## src/rtl/weave_pkg.sv

```systemverilog
// Shared widths, state encoding, request payload and the bit-weave function
// for the weave arbiter.
package weave_pkg;

    localparam int unsigned DATA_W  = 8;
    localparam int unsigned PAT_W   = 3;
    localparam int unsigned NUM_REQ = 2;

    typedef enum logic [1:0] {
        IDLE  = 2'd0,
        HOLD  = 2'd1,
        SWEEP = 2'd2
    } state_t;

    typedef struct packed {
        logic [DATA_W-1:0] a;
        logic [DATA_W-1:0] b;
        logic [PAT_W-1:0]  pat;
    } weave_req_t;

    // Shifting at DATA_W width drops the overflow bits, and the mask wraps to all-ones for pat=7.
    function automatic logic [DATA_W-1:0] weave(
        input logic [DATA_W-1:0] a,
        input logic [DATA_W-1:0] b,
        input logic [PAT_W-1:0]  pat
    );
        logic [DATA_W-1:0] shifted;
        logic [DATA_W-1:0] mask;
        shifted = DATA_W'(a) << (32'(pat) + 32'd1);
        mask    = (DATA_W'(1) << (32'(pat) + 32'd1)) - DATA_W'(1);
        return shifted | (b & mask);
    endfunction

endpackage

```

## src/rtl/weave_arbiter_weave_unit.sv

```systemverilog
// Purely combinational bit-weave of operands a and b under a 3-bit pattern.
module weave_unit
    import weave_pkg::*;
(
    input  logic [DATA_W-1:0] a,
    input  logic [DATA_W-1:0] b,
    input  logic [PAT_W-1:0]  pat,
    output logic [DATA_W-1:0] data
);

    always_comb begin
        data = weave(a, b, pat);
    end

endmodule

```

## src/rtl/weave_arbiter.sv

```systemverilog
// Two-requester round-robin front-end for the weave unit with a registered output stage.
// Optional multi-beat sweep over all eight patterns is enabled by defining WEAVE_SWEEP_EN.
module weave_arbiter
    import weave_pkg::*;
(
    input  logic                        clk,
    input  logic                        rst,
    input  logic [NUM_REQ-1:0]          req_valid,
    output logic [NUM_REQ-1:0]          req_ready,
    input  logic [NUM_REQ*DATA_W-1:0]   req_a,
    input  logic [NUM_REQ*DATA_W-1:0]   req_b,
    input  logic [NUM_REQ*PAT_W-1:0]    req_pat,
    input  logic [NUM_REQ-1:0]          req_sweep,
    output logic                        out_valid,
    input  logic                        out_ready,
    output logic [DATA_W-1:0]           out_data,
    output logic [PAT_W-1:0]            out_pat,
    output logic                        out_src,
    output logic                        out_last,
    output logic                        busy
);

    state_t            state;
    logic              rr;
    logic              gnt;
    logic              accept;
    logic              take;
    weave_req_t        sel;
    logic [DATA_W-1:0] wu_a;
    logic [DATA_W-1:0] wu_b;
    logic [PAT_W-1:0]  wu_pat;
    logic [DATA_W-1:0] wu_data;

`ifdef WEAVE_SWEEP_EN
    logic [DATA_W-1:0] sw_a;
    logic [DATA_W-1:0] sw_b;
    logic [PAT_W-1:0]  cnt;
    logic              start_sweep;
`else
    logic              unused_sweep;
    assign unused_sweep = ^req_sweep;
`endif

    // Grant: a lone requester wins; on contention the round-robin pointer decides.
    always_comb begin
        gnt       = (&req_valid) ? rr : req_valid[1];
        accept    = (state == IDLE) || ((state == HOLD) && out_ready);
        take      = accept && (|req_valid);
        req_ready = take ? (gnt ? 2'b10 : 2'b01) : 2'b00;
        sel.a     = gnt ? req_a[2*DATA_W-1:DATA_W] : req_a[DATA_W-1:0];
        sel.b     = gnt ? req_b[2*DATA_W-1:DATA_W] : req_b[DATA_W-1:0];
        sel.pat   = gnt ? req_pat[2*PAT_W-1:PAT_W] : req_pat[PAT_W-1:0];
    end

    // Weave operand mux: granted request, or latched sweep operands with the next pattern.
    always_comb begin
        wu_a   = sel.a;
        wu_b   = sel.b;
        wu_pat = sel.pat;
`ifdef WEAVE_SWEEP_EN
        start_sweep = take && req_sweep[gnt];
        if (state == SWEEP) begin
            wu_a   = sw_a;
            wu_b   = sw_b;
            wu_pat = PAT_W'(cnt + 3'd1);
        end else if (start_sweep) begin
            wu_pat = '0;
        end
`endif
    end

    weave_unit u_weave_unit (
        .a    (wu_a),
        .b    (wu_b),
        .pat  (wu_pat),
        .data (wu_data)
    );

    always_ff @(posedge clk or posedge rst) begin
        if (rst) begin
            state     <= IDLE;
            rr        <= 1'b0;
            out_valid <= 1'b0;
            out_data  <= '0;
            out_pat   <= '0;
            out_src   <= 1'b0;
            out_last  <= 1'b0;
            busy      <= 1'b0;
`ifdef WEAVE_SWEEP_EN
            sw_a      <= '0;
            sw_b      <= '0;
            cnt       <= '0;
`endif
        end else begin
            case (state)
                IDLE, HOLD: begin
                    if (take) begin
                        out_valid <= 1'b1;
                        busy      <= 1'b1;
                        out_data  <= wu_data;
                        out_src   <= gnt;
                        rr        <= ~gnt;
`ifdef WEAVE_SWEEP_EN
                        if (start_sweep) begin
                            state    <= SWEEP;
                            out_pat  <= '0;
                            out_last <= 1'b0;
                            sw_a     <= sel.a;
                            sw_b     <= sel.b;
                            cnt      <= '0;
                        end else begin
                            state    <= HOLD;
                            out_pat  <= sel.pat;
                            out_last <= 1'b1;
                        end
`else
                        state    <= HOLD;
                        out_pat  <= sel.pat;
                        out_last <= 1'b1;
`endif
                    end else if ((state == HOLD) && out_ready) begin
                        state     <= IDLE;
                        out_valid <= 1'b0;
                        busy      <= 1'b0;
                    end
                end
`ifdef WEAVE_SWEEP_EN
                // One beat per handshake; the pattern-7 handshake closes the sweep.
                SWEEP: begin
                    if (out_ready) begin
                        if (cnt == 3'd7) begin
                            state     <= IDLE;
                            out_valid <= 1'b0;
                            busy      <= 1'b0;
                            cnt       <= '0;
                        end else begin
                            cnt      <= PAT_W'(cnt + 3'd1);
                            out_data <= wu_data;
                            out_pat  <= wu_pat;
                            out_last <= (wu_pat == 3'd7);
                        end
                    end
                end
`endif
                default: begin
                    state     <= IDLE;
                    out_valid <= 1'b0;
                    busy      <= 1'b0;
                end
            endcase
        end
    end

endmodule

```

## config.mk

```make
export PLATFORM = sky130hd
export DESIGN_NAME = weave_arbiter
export DESIGN_NICKNAME = d
export VERILOG_FILES = /design/src/rtl/weave_pkg.sv /design/src/rtl/weave_arbiter_weave_unit.sv /design/src/rtl/weave_arbiter.sv
export SDC_FILE = /design/constraint.sdc
export NUM_CORES = 1
export LEC_CHECK = 0
export CORE_MARGIN = 2
export CORE_UTILIZATION = 47
export DETAILED_ROUTE_END_ITERATION = 12
export GPL_TIMING_DRIVEN = 0
export PLACE_DENSITY_LB_ADDON = 0.1
export SYNTH_ARGS = -nofsm -noshare
export SYNTH_HDL_FRONTEND = slang
export SYNTH_HIERARCHICAL = 1
export SYNTH_SLANG_ARGS = --single-unit
```

## constraint.sdc

```tcl
create_clock -name clk -period 10.3 [get_ports clk]
set_input_delay 2.06 -clock clk [delete_from_list [all_inputs] [get_ports clk]]
set_output_delay 2.06 -clock clk [all_outputs]
set_load 0.005 [all_outputs]
```

After elaboration in Yosys (flattened, before gate mapping). Cells that the tools add are included.

Add/subtract/negate cells: 2. Eq/ne operators: 2. Shifts and indexed selects: 2. Mux-type cells: 12. Bitwise logic cells: 3. Reduce and logical (&&, ||, !) cells: 8.

Operator list (count): $shl 1x32->8 const A (1); $mux 8 (2); $mux 2 (5); $and 8x8->8 (1); $or 8x8->8 (1); $shl 8x4->8 (1); $sub 8x2->8 const B (1); $add 3x1->4 const B (1); $mux 1 (4); $reduce_and 2->1 (2); $reduce_or 2->1 (2); $mux 3 (1); $ne 3x3->1 const B (1); $eq 2x1->1 const B (1); $logic_and 1x1->1 (2); $logic_not 2->1 (1); $logic_or 1x1->1 (1); $not 1->1 (1).

Flip-flop bits (word level): 17. Input bits: 45. Logic and storage cells: 36.

Longest topological paths before layout. Gate-level depths: netlist of the first run.

Depth after elaboration: 8. Gate-level depth with buffers: 15.

Modules after synthesis. The synthesis of the first run kept the hierarchy.

Modules (own cells, without submodules): weave_arbiter (instances 1, cells an instance 71, area each 917.1 µm²); weave_unit (instances 1, cells an instance 87, area each 588.1 µm²).

Worst setup path after synthesis of the first run. Ideal clock, no wire load.

Kind: input to register. Start point: input port req_valid[0]. End point: register out_data[6]. Library setup time: 125 ps. Data arrival time: 4738 ps. Data required time: 10175 ps. Slack: 5437 ps. Stages on the path: 14. Cells stage by stage: nand2b_1 -> buf_4 -> a21boi_0 -> a31o_2 -> buf_2 -> clkbuf_1 -> inv_1 -> ha_1 -> buf_2 -> mux2_2 -> a22o_1 -> o21ai_0 -> nand4_1 -> mux2_2.

Cells in the longest elaborated chain, start to end: 8. Elaborated cells between the ends (all ways): 14. Those cells by class: add/sub: 2; shift: 2; mux: 4; bitwise: 2; reduce/logical: 4.

Ends and longest elaborated chain: start: declaration (line weave_arbiter.sv:8) `input logic [NUM_REQ-1:0] req_valid,`; $reduce_and 2->1 * (line weave_arbiter.sv:46) `gnt = (&req_valid) ? rr : req_valid[1];`; $mux 1 * (line weave_arbiter.sv:46); $mux 3 * (line weave_arbiter.sv:52) `sel.pat = gnt ? req_pat[2*PAT_W-1:PAT_W] : req_pat[PAT_W-1:0];`; net wu_pat[0] (line weave_arbiter.sv:31) `logic [PAT_W-1:0] wu_pat;`; $add 3x1->4 * (line weave_pkg.sv:29, weave_pkg.sv:30); $shl 1x32->8 (line weave_pkg.sv:30) `mask = (DATA_W'(1) << (32'(pat) + 32'd1)) - DATA_W'(1);`; $sub 8x2->8 (line weave_pkg.sv:30); $and 8x8->8 (line weave_pkg.sv:31) `return shifted | (b & mask);`; $or 8x8->8 * (line weave_pkg.sv:31); net wu_data[6] (line weave_arbiter.sv:32) `logic [DATA_W-1:0] wu_data;`; end signal: assignment (line weave_arbiter.sv:100) `out_data <= wu_data;`; end: declaration (line weave_arbiter.sv:16) `output logic [DATA_W-1:0] out_data,`.

Mark *: on every way through the listed nets, which the timed path passes. The rest lies on a longest branch. A chain may end at the register's enable or synchronous reset.

Worst setup path after layout of the first run.
Start point: input port out_ready. End point: output port req_ready[0].

Cells in the longest elaborated chain, start to end: 4.

Ends and longest elaborated chain: start: declaration (line weave_arbiter.sv:15) `input logic out_ready,`; $logic_and 1x1->1 (line weave_arbiter.sv:47) `accept = (state == IDLE) || ((state == HOLD) && out_ready);`; $logic_or 1x1->1 (line weave_arbiter.sv:47); $logic_and 1x1->1 (line weave_arbiter.sv:48) `take = accept && (|req_valid);`; $mux 2 (line weave_arbiter.sv:49) `req_ready = take ? (gnt ? 2'b10 : 2'b01) : 2'b00;`; end: declaration (line weave_arbiter.sv:9) `output logic [NUM_REQ-1:0] req_ready,`.

No other way between the ends.

==> impl_results.md, run 1 <==
- Outcome: finished, final reports clean
- Critical Path RT: around 8.2 ns
- Crit path launch type: input pin
- Fin Setup TNS: 0 ns
- CTS Hold Bufs: 0
- Via density per instance: 5.32
- Largest net degree at the start of global routing: 16
- Final core occ: a little under three quarters
- Final Hold Viols: 0
- Rows: 20
- Drt total wl: 3.78 mm
- Netlist cell types: 47
- Post-CTS setup buffer count: 0
- Largest family of logic cells by synthesized area: multiplexers
- Initial antenna violation count: 0
- Clk slew on worst S/H paths: around 0.08 ns
- Core Box Area: slightly above 3000 um^2
- Final worst path period share: between 50% and 60%
- HP Class: flip-flop to flip-flop
- Iteration-0 DRC count of the detailed router: 50
- Met2 Wirelength: around 1.9 mm
- Pwr Total: 272 uW
- Post-Synth Simple-Gate Area: a little over an eighth
- R2r setup slk: around 6.6 ns
- M1 WL: approximately 1.7 mm
- Number of global-route vias before repair: around 1.3k
- TritonCTS clock tree: built
- Syn_area_per_cell: 9.53 um^2
- Boundary Pins: 62
- Total number of vias: ~1.4k
- Die Wd: 60.6 um
- P_sw: around 90 uW
- Post-synthesis compound-gate area fraction: about a fifth
- Peak supply drop: between 0.00004 and 0.00005 V
- DP Cell Count: around 260
- PnR worst setup slack: roughly 4.5 ns
- Slew HR: 62.5%
- Switching portion of total power: between 30% and 40%
- Seq cells post-synth: 15
- CTS Buf Count: 3
- Worst slew pin tran: roughly 0.56 ns
- Asr flop ratio synth: 100%
- Drt drc: 0
- CTS root buf: clkbuf_4
- Placer Congestion: approximately 0.88
- Die area: roughly 3700 um^2
- Routed Antenna Nets: 0
- DP Worst Slack: roughly 4.5 ns
- Overall Global Routing Usage: a little over a fifth
- Mean routed wirelength per cell: around 14 um
- Max frequency: around 170 MHz
- Die H: just over 60 um
- Post-Syn Area: about 1500 um^2
- Post-Syn Instances: 158
- Detail Placement HPWL: slightly above 3 mm
- Net Count, Synth: approximately 210
- Max clock buf depth: 2
- WS Path Type: input pin to output pin
- Comb power frac: between 50% and 60%
- TritonCTS Sinks: 15
- Final Non-Filler Cells: about 270
- Grt ovf: 0
- Synth Area in Adders: 4.99%
- Drt first pass iters: 4
- Clock network power share: between 10% and 20%
- Mux cell area share after synthesis: a little over a quarter
- Area grow syn2layout: 44.6%
- Internal power: 182 uW
- Static Leak: 0.918 nW
- MaxCap Viol Count: 0
- Top Metal Used: met4
- Clock Latency Late Sink: 0.29 ns
- Crit. End Element: output pin
- Setup Skew: roughly 0.0044 ns
- XOR/XNOR share of the synthesized area: under 10%
- First-pass GRT wire length: approximately 6 mm
- Met3 WL: between 150 and 200 um
- Sequential fraction of the synthesis area: 24.9%
- Resized cells post-CTS: 0
- Fin crit period: between 5 and 6 ns
- Layout cells sized above 1: a little under a quarter
- Critical path data arrival time: about 3.7 ns
- Syn. warnings: 6
- CP Max Fanout: 10
- Starting Density: 49.3%
- Top_reg_cell synth: dfrtp_1
- Power Density: around 130 nW/um^2
- Final Max Slew Viols: 0
- Diode count: 0
- # port buffers: 59
- Final setup vio count: 0
- H-tree depth: 1
- Post-synth EDFFs: 0
- RSZ-0062 raised after global routing: no
- # nets final: ~270
- Seq pwr share: between 30 and 40%
-- final timing paths --
check / start / to / cells past startpoint
worst min register to register: out_last / out_last / 1
worst min-delay path: out_last / out_last / 1
worst max-delay path: out_ready / req_ready[0] / 7
max in group asynchronous: rst / out_data[2] / 2
worst max register to register: rr / out_data[6] / 14
min in group asynchronous: rst / out_data[6] / 2
-- cells in the final DEF (no fill, tap or decap), types with 2 or more instances in the layout --
master / netlist / final
nand2b_1: 3 / 3
xor2_1: 2 / 2
nor2b_1: 2 / 2
a311o_1: 3 / 3
mux2i_1: 5 / 5
nand2_1: 12 / 12
ha_1: 6 / 6
o21ai_0: 13 / 13
clkdlybuf4s50_1: 0 / 59
mux2_2: 23 / 23
nand3_1: 2 / 2
o22a_1: 4 / 4
mux2_4: 6 / 6
a21boi_0: 3 / 3
inv_1: 7 / 7
clkbuf_1: 1 / 2
buf_2: 5 / 5
dfrtp_1: 15 / 15
buf_6: 4 / 4
nor2_1: 10 / 10
a31o_2: 3 / 3
buf_4: 2 / 2
xnor2_1: 2 / 2
clkbuf_4: 0 / 3
-- cells by family (layout without fill, tap and decap cells) --
family | after synthesis | count (layout)
AO/OA/AOI/OAI | 40 | 40
AND/OR/NAND/NOR | 40 | 40
multiplexers | 34 | 34
buffers and inverters | 19 | 82
flip-flops | 15 | 15
adder cells (fa/ha/maj) | 6 | 6
XOR/XNOR | 4 | 4
-- layout make-up --
type / count / area [um^2]
plain buffers: 12 / 88.8
clock buffers: 4 / 26.3
fillers: 247 / 876
inverters: 7 / 26.3
multi-input cells: 124 / 1010
flip-flops and latches: 15 / 375
well taps: 44 / 55.1
repair buffers: 59 / 591
-- flip-flops by register name, summed over array words and instances, names as in the netlist --
signal / cells
out_src: 1
rr: 1
out_last: 1
busy: 1
out_pat: 3
out_data: 8
-- synth_stat cells, types with 2 or more instances --
library cell / n / share of area [%]
mux2_2: 23 / 17
dfrtp_1: 15 / 25
o21ai_0: 13 / 4.3
nand2_1: 12 / 3.0
nor2_1: 10 / 2.5
inv_1: 7 / 1.7
ha_1: 6 / 5.0
mux2_4: 6 / 6.0
buf_2: 5 / 1.7
mux2i_1: 5 / 3.3
buf_6: 4 / 3.0
o22a_1: 4 / 2.3
a21boi_0: 3 / 1.5
a311o_1: 3 / 2.0
a31o_2: 3 / 1.7
nand2b_1: 3 / 1.2
buf_4: 2 / 1.0
nand3_1: 2 / 0.67
nor2b_1: 2 / 0.83
xnor2_1: 2 / 1.2
xor2_1: 2 / 1.2
-- routing by layer --
| metal | global-route usage (%) | up-vias |
|---|---|---|
| li1 | - | 692 |
| met3 | 1.71 | 4 |
| met4 | 7.76 | 0 |
| met5 | 0 | - |
| met2 | 37.0 | 54 |
| met1 | 27.2 | 660 |
-- through the flow --
stage | instance area, um^2 | hold WS, ns
2_1_floorplan | 1510 | 0.465
3_3_place_gp | 2150 | 0.452
3_5_place_dp | 2150 | 0.462
4_1_cts | 2180 | 0.481
5_1_grt | 2180 | 0.504
6_report | 2180 | 0.478
-- power groups by stage --
| stage | sequential, mW | combinational, mW | clock, mW |
|---|---|---|---|
| after floorplan | 0.0833 | 0.0897 | 0 |
| after global routing | 0.0837 | 0.170 | 0.0372 |
| after detailed placement | 0.0836 | 0.155 | 0 |
| final | 0.0822 | 0.156 | 0.0338 |
| after CTS | 0.0822 | 0.156 | 0.0338 |
| after global placement | 0.0830 | 0.153 | 0 |
-- critical path, stage by stage --
cell	delay, ns
clkdlybuf4s50_1	0.46
nor2b_1	0.04
buf_2	0.17
nor2_4	0.19
buf_6	0.18
and2_1	0.13
clkdlybuf4s50_1	0.50
Power figures use the tool's default switching activity.
==> run 2: changes to the inputs <==
--- a/config.mk
+++ b/config.mk
@@ -6,7 +6,7 @@
 export NUM_CORES = 1
 export LEC_CHECK = 0
 export CORE_MARGIN = 2
-export CORE_UTILIZATION = 47
+export CORE_UTILIZATION = 39
 export DETAILED_ROUTE_END_ITERATION = 12
 export GPL_TIMING_DRIVEN = 0
 export PLACE_DENSITY_LB_ADDON = 0.1
==> constraint.sdc (replaced) <==
create_clock -name clk -period 4.82 [get_ports clk]
set_input_delay 0.964 -clock clk [delete_from_list [all_inputs] [get_ports clk]]
set_output_delay 0.964 -clock clk [all_outputs]
set_load 0.005 [all_outputs]
==> impl_results.md, run 2 (synthesized netlist as in run 1, its figures left out) <==
- Fillers: 319
- Clock network power share: 16.5%
- PnR worst setup slack: ~0.37 ns
- Boundary Pins: just over 60
- CP Max Fanout: 10
- Diode count: 0
- Drt first pass iters: 4
- Commonest non-fill, non-tap cell in the layout: clkdlybuf4s50_1
- CTS Buf Count: 3
- Rows: 22
- DP Worst Slack: between 0.1 and 0.15 ns
- Post-CTS setup buffer count: 0
- Final worst path period share: just over 90%
- Power Density: about 280 nW/um^2
- Iteration-0 DRC count of the detailed router: 48
- Clock Latency Late Sink: 0.25 ns
- Top flop regs: out_data: 8 flops, out_pat: 3 flops
- Initial antenna violation count: 0
- H-tree depth: 1
- P_sw: 192 uW
- Resized cells post-CTS: 0
- Placer Congestion: slightly below 0.8
- Die area: around 4400 um^2
- HP Class: flip-flop to flip-flop
- Final setup vio count: 0
- Most frequent cells in the layout: 59 x clkdlybuf4s50_1, 23 x mux2_2, 15 x dfrtp_1, 13 x o21ai_0, 12 x nand2_1
- Final Max Slew Viols: 0
- Routed Antenna Nets: 0
- Max frequency: roughly 220 MHz
- Total number of vias: roughly 1.4k
- Critical path data arrival time: 4.59 ns
- Starting Density: about two fifths
- RSZ-0062 raised after global routing: no
- # port buffers: 59
- Seq pwr share: 29.1%
- Die H: 66.1 um
- Via density per instance: roughly 5.2
- Crit path launch type: input pin
- Grt ovf: 0
- Layout cells sized above 1: about a quarter
- Crit. End Element: flip-flop
- Setup Skew: approximately 0.0021 ns
- MaxCap Viol Count: 0
- Area grow syn2layout: 46.2%
- CTS Hold Bufs: 0
- Outcome: finished, final reports clean
- Fin crit period: 4.45 ns
- Peak supply drop: roughly 0.0001 V
- TritonCTS Sinks: 15
- Drt total wl: 3.77 mm
- Drt drc: 0
- Number of global-route vias before repair: about 1.3k
- Pwr Total: between 600 and 700 uW
- Overall Global Routing Usage: 17.8%
- Fin Setup TNS: 0 ns
- Mean routed wirelength per cell: 14.0 um
- DP Cell Count: approximately 270
- Number of flip-flops in the largest register: 8
- Clk slew on worst S/H paths: roughly 0.06 ns
- Critical Path RT: around 5 ns
- Largest net degree at the start of global routing: 16
- Slew HR: 63.5%
- Die Wd: around 66 um
- Comb power frac: between 50% and 60%
- Static Leak: 0.926 nW
- Core Box Area: 3690 um^2
- Internal power: roughly 420 uW
- Max clock buf depth: 2
- Final Non-Filler Cells: 269
- Final Hold Viols: 0
- CTS root buf: clkbuf_8
- Switching portion of total power: about a third
- Largest Register: out_data
- Worst slew pin tran: approximately 0.55 ns
- # nets final: 273
- WS Path Type: input pin to flip-flop
- First-pass GRT wire length: roughly 6 mm
- Detail Placement HPWL: approximately 3 mm
- TritonCTS clock tree: built
-- run 2: layout make-up --
class / count / area, um^2 / share of cell area (%)
sequential: 15 / 375 / 17.1
clock buffer: 4 / 45.0 / 2.05
timing repair buffer: 59 / 591 / 26.8
tap: 48 / 60.1 / 2.73
inverter: 7 / 26.3 / 1.19
multi-input combinational: 124 / 1010 / 46.1
buffer: 12 / 88.8 / 4.04
-- run 2: worst max-delay path: stages --
cell             delay (ns)
clkdlybuf4s50_1        0.49
nand2b_1               0.06
buf_4                  0.16
a21boi_0               0.24
a31o_2                 0.22
buf_2                  0.21
clkbuf_1               0.31
inv_1                  0.15
ha_1                   0.31
buf_2                  0.22
mux2_2                 0.37
a22o_1                 0.26
o21ai_0                0.20
nand4_1                0.13
mux2_2                 0.28
-- run 2: per-stage QoR --
| step | util [%] | hold slack, ns | area (um^2) |
|---|---|---|---|
| after floorplan | - | 0.465 | 1510 |
| after global placement | 58.4 | 0.455 | 2160 |
| after detailed placement | 58.4 | 0.457 | 2160 |
| after CTS | 59.7 | 0.470 | 2200 |
| after global routing | 59.7 | 0.490 | 2200 |
| final | 59.7 | 0.465 | 2200 |
-- run 2: path summary, 6_finish.rpt --
kind	cells past startpoint	slack, ns	start	to
max reg2reg	14	1.13	rr	out_data[6]
max in group asynchronous	2	3.39	rst	rr
min reg2reg	1	0.47	out_last	out_last
max	15	0.37	req_valid[0]	out_data[6]
min	1	0.47	out_last	out_last
min in group asynchronous	2	1.06	rst	out_last
-- run 2: power groups by stage --
stage	Clock [mW]	Sequential [mW]	Combinational, mW
finish	0.100	0.177	0.330
global route	0.105	0.180	0.360
CTS	0.102	0.177	0.332
detailed placement	0	0.179	0.331
global placement	0	0.177	0.328
floorplan	0	0.178	0.192
-- run 2: metal layers --
layer | vias up | share of wire [%] | GRT usage, %
li1 | 696 | - | -
met1 | 662 | 44 | 22.6
met5 | - | 0 | 0
met2 | 48 | 49 | 31.8
met4 | 0 | 1.4 | 5.36
met3 | 5 | 5.2 | 1.36
